<file path="src/rtl/if_stage.sv">
// ---------------------------------------------------------------------------
// if_stage -- instruction-fetch stage of the 19-bit pipelined CPU.
//
// Holds the program counter, presents it to a combinational instruction
// memory, and owns the IF/ID pipeline register. The hazard unit stalls fetch
// through PCwrite / IF_IDwrite. A taken branch from EX redirects the PC and
// flushes IF/ID to a bubble.
//
// Parameters
//   PC_WIDTH   program counter / word address width
//   NOP_INSTR  instruction word placed in IF/ID on reset or flush
//
// Ports
//   clk            rising-edge clock
//   rst            synchronous, active-high reset
//   PCwrite        1 = PC may advance this cycle
//   IF_IDwrite     1 = IF/ID may load this cycle
//   branch_taken   redirect request from EX (overrides any stall)
//   branch_target  redirect address
//   imem_addr      instruction memory address (current PC)
//   imem_data      instruction at imem_addr, same cycle
//   ID_instr       IF/ID instruction
//   ID_pc          PC of ID_instr
//   ID_valid       0 = bubble
//   ID_rs, ID_rt   register fields [10:8] / [7:5] of ID_instr
//   stall_count    saturating count of stalled cycles
//
// Build option
//   IF_STALL_COUNT_EN  when defined, stall_count counts edges with PCwrite
//                      low (no reset, no branch) and saturates at 16'hFFFF.
//                      When undefined, no counter exists and stall_count
//                      is tied to zero.
// ---------------------------------------------------------------------------
module if_stage #(
  parameter int          PC_WIDTH  = 8,
  parameter logic [18:0] NOP_INSTR = 19'h00000
) (
  input  logic                clk,
  input  logic                rst,
  input  logic                PCwrite,
  input  logic                IF_IDwrite,
  input  logic                branch_taken,
  input  logic [PC_WIDTH-1:0] branch_target,
  output logic [PC_WIDTH-1:0] imem_addr,
  input  logic [18:0]         imem_data,
  output logic [18:0]         ID_instr,
  output logic [PC_WIDTH-1:0] ID_pc,
  output logic                ID_valid,
  output logic [2:0]          ID_rs,
  output logic [2:0]          ID_rt,
  output logic [15:0]         stall_count
);

  logic [PC_WIDTH-1:0] pc;

  // Priority: reset, then branch flush, then the independent PC / IF-ID
  // write enables. A branch wins over a load-use stall.
  // NOTE: state registers use non-blocking assignments so every register
  // samples the pre-edge values of the others (ID_pc takes the old PC).
  always_ff @(posedge clk) begin
    if (rst) begin
      pc       <= '0;
      ID_instr <= NOP_INSTR;
      ID_pc    <= '0;
      ID_valid <= 1'b0;
    end else if (branch_taken) begin
      pc       <= branch_target;
      ID_instr <= NOP_INSTR;
      ID_pc    <= '0;
      ID_valid <= 1'b0;
    end else begin
      // Wraps from all-ones to zero silently.
      if (PCwrite) begin
        pc <= pc + PC_WIDTH'(1);
      end
      if (IF_IDwrite) begin
        ID_instr <= imem_data;
        ID_pc    <= pc;
        ID_valid <= 1'b1;
      end
    end
  end

  assign imem_addr = pc;

  // Register fields decoded straight from the IF/ID register, so they only
  // move on clock edges.
  assign ID_rs = ID_instr[10:8];
  assign ID_rt = ID_instr[7:5];

`ifdef IF_STALL_COUNT_EN
  logic [15:0] stall_cnt;

  // Counts stalled edges only; a branch edge is not a stall even when the
  // hazard unit still holds PCwrite low.
  always_ff @(posedge clk) begin
    if (rst) begin
      stall_cnt <= '0;
    end else if (!branch_taken && !PCwrite && (stall_cnt != 16'hFFFF)) begin
      stall_cnt <= stall_cnt + 16'd1;
    end
  end

  assign stall_count = stall_cnt;
`else
  assign stall_count = 16'h0000;
`endif

endmodule

</file>
<file path="config.mk">
export PLATFORM = sky130hd
export DESIGN_NAME = if_stage
export DESIGN_NICKNAME = d
export VERILOG_FILES = /design/src/rtl/if_stage.sv
export SDC_FILE = /design/constraint.sdc
export NUM_CORES = 1
export LEC_CHECK = 0
export ABC_AREA = 1
export ABC_CLOCK_PERIOD_IN_PS = 1900
export CORE_ASPECT_RATIO = 0.7
export CORE_MARGIN = 2
export CORE_UTILIZATION = 42
export DETAILED_ROUTE_END_ITERATION = 6
export PLACE_DENSITY = 0.84
export SYNTH_ARGS = -nofsm -noshare
export SYNTH_HDL_FRONTEND = slang
export SYNTH_SLANG_ARGS = --single-unit
</file>
<file path="constraint.sdc">
create_clock -name clk -period 1.9 [get_ports clk]
set_clock_uncertainty 0.05 [all_clocks]
set_input_delay 0.19 -clock clk [delete_from_list [all_inputs] [get_ports clk]]
set_output_delay 0.19 -clock clk [all_outputs]
set_load 0.02 [all_outputs]
</file>
==> flow_summary.ini <==
[layout]
flow.area_growth_from_synthesis_pct = 46.2
fin_nets = 313
final_area_um2 = 2430
post_route_cells_drive_above_1_share_pct = 8.19
antenna_cells = 0

[timing]
finalHoldViolations = 0
final_min_period_over_clock_period_pct = 87.3
post-route-min-period_ns = 1.66
setup_viol = 0
rsz0062_at_grt = false
fmax_mhz = 603
setup_ws_ns = 0.241
setup_tns_ns = 0
final_max_slew_viol_count = 0
whs_ns = 0.403

[logic_synthesis]
synth_area_um2 = 1660
synth_sequential_area_ratio_pct = 43.4
yosysUniqueCellTypes = 26
synth_warnings = 0
register_bit_total_from_synthesis = 36
post_synth.cell_area_avg_um2 = 7.75
syn-instance-count = 214

[placement]
dp.final_hpwl_um = 2760
place.port_buffers = 73
placedInstanceArea_um2 = 2300
place.gp.congestion = 0.764
preCtsSetupSlack_ns = 0.396

[drt]
drtPass1Iterations = 4
per_cell_routed_wire_length_um = 11.4
vias = 1558
postRouteWirelength_um = 3790
drt_drc_violations_left = 0
postRouteAntennaNets = 0
vias_per_cell = 4.68
dr.first_iter.drc_count = 70

[setup_path]
critical_path.n_buffers_inverters = 1
path_cells = clkdlybuf4s50_1
cp-end-kind = output pin
timing.critical_path.arrival_ns = 1.42
crit_path_start_kind = flop
critical-path-slowest-cell = clkdlybuf4s50_1
cpLargestDelayFamily = buffers and inverters
critical_path.max_fanout = 7
required_arrival_time_at_the_worst_endpoint_ns = 1.66
largest_stage_delay_worst_path_ns = 0.66
timing.setup.critical_path_class = flop to output pin

[clocking]
cts_stage_hold_buffer_count = 0
numClockSinks = 36
cts_buffer_depth = 2
postCtsSetupBuffers = 0
clk_latency_ns = 0.28
cts_root_buffer = clkbuf_8
cts-buffers-inserted = 5
htree_num_levels = 2
cts_tree = done
post_cts.resized_instances = 0
clkTransAtPathRegs_ns = 0.07

[job]
max-cap-violations = 0

[die]
die_h_um = 56.6
fp-row-count = 19
start_util_pct = 43.1
die_x_um = 79.1
number_of_ports_placed_on_the_die_boundary = 90
die_area_um2 = 4480
floorplan.core_area_um2 = 3850

[pwr]
vdd_drop_max_uv = 386
internal_power_mw = 1.40
comb_power_share_pct = 17.2
power.density_nw_per_um2 = 764
switching_share_pct = 24.7
seq_power_share_pct = 43.7
power_switching_mw = 0.459
clock_power_share_pct = 39.1
power_leakage_nw = 0.957
total_power_mw = 1.85

[status]
run_status = finished clean

[global_routing]
grt_util_all_layers_pct = 17.5
grt_pass1_vias = 1381
grt_antenna_before_repair = 0
global_route_wire_length_before_repair_um = 6130
grt_remaining_overflow = 0
maximum_number_of_pins_on_one_net_before_global_route_repair = 36

[min_path]
hp-class = input pin to flop
==> tightest hold or removal path, cell delays in order <==
cell and delay [ns]:
clkdlybuf4s50_1 0.39, nand2_1 0.05, a21oi_1 0.05
==> Yosys cell counts <==
cell      number  area, µm²
buf_2          4       20.0
inv_1         10       37.5
nor2_8         1       20.0
nand2_4        1       11.3
buf_6          1       11.3
nand4_1        1       6.26
xor2_1         1       8.76
a21oi_2        1       8.76
nor2_1        10       37.5
conb_1         1       3.75
nor2_2         2       12.5
a21oi_1       24        120
inv_2          4       15.0
a31oi_1        1       6.26
nor2_4         1       11.3
o21ai_1        1       5.00
o21ai_0        1       5.00
nand2_2        1       6.26
nand3_1       11       55.1
ha_1           1       12.5
a211oi_1       7       52.6
dfxtp_1       36        721
nand3_2        1       10.0
a22oi_1        4       30.0
buf_4         27        203
nand2_1       61        229
==> per-layer routing <==
layer  track usage, %  wire length, µm  up-vias
li1                 -                -      785
met1             22.4             1790      705
met5                0                0        -
met4             5.91               31        0
met2             27.7             1610       63
met3             5.79              351        5
==> cells by family after synthesis <==
group,share of synthesized area [%]
AND/OR/NAND/NOR,24.1
AO/OA/AOI/OAI,13.7
XOR/XNOR,0.528
flip-flops,43.4
adder cells (fa/ha/maj),0.754
other,0.226
buffers and inverters,17.3
==> path summary, 6_finish.rpt <==
path                 from      endpoint  slack [ns]  cells after the start
max          imem_addr[3]  imem_addr[3]        0.24                      1
min          imem_data[8]   ID_instr[8]        0.40                      3
max reg2reg  imem_addr[1]  imem_addr[6]        0.56                      7
min reg2reg  ID_instr[16]  ID_instr[16]        0.41                      2
==> stage by stage <==
stage	utilization, %	cells
after floorplan	-	229
after global placement	59.7	325
after detailed placement	59.7	325
after CTS	63.0	333
after global routing	63.0	333
final	63.0	333
==> power groups by stage <==
stage               sequential, mW  combinational [mW]  clock [mW]
detailed placement           0.827               0.319           0
floorplan                    0.860               0.167           0
global placement             0.827               0.316           0
CTS                          0.810               0.321       0.745
global route                 0.814               0.345       0.780
finish                       0.811               0.319       0.725
==> layout make-up <==
type | instances | area [µm²]
tap | 52 | 65.1
multi-input combinational | 147 | 708
sequential | 36 | 721
clock inverter | 1 | 30.0
clock buffer | 7 | 96.3
inverter | 14 | 52.6
timing repair buffer | 76 | 753
fill | 367 | 1430
==> flip-flops by register name, summed over array words and instances (netlist names) <==
register	cells
ID_instr	19
imem_addr	8
ID_pc	8
ID_valid	1
==> placed cells by master (no fill, tap or decap) <==
| master | instances |
|---|---|
| nor2_4 | 1 |
| nand4_1 | 1 |
| nand3_2 | 1 |
| nor2_2 | 2 |
| nand2_2 | 1 |
| inv_1 | 10 |
| clkdlybuf4s50_1 | 73 |
| a21oi_1 | 24 |
| a21oi_2 | 1 |
| clkbuf_8 | 7 |
| buf_4 | 3 |
| o21ai_1 | 1 |
| bufinv_16 | 1 |
| nor2_1 | 10 |
| xor2_1 | 1 |
| a31oi_1 | 1 |
| inv_2 | 4 |
| nand3_1 | 11 |
| nand2_1 | 61 |
| nor2_8 | 1 |
| conb_1 | 16 |
| a22oi_1 | 4 |
| dfxtp_1 | 36 |
| a211oi_1 | 7 |
| ha_1 | 1 |
| o21ai_0 | 1 |
| nand2_4 | 1 |
Power figures use the tool's default switching activity.
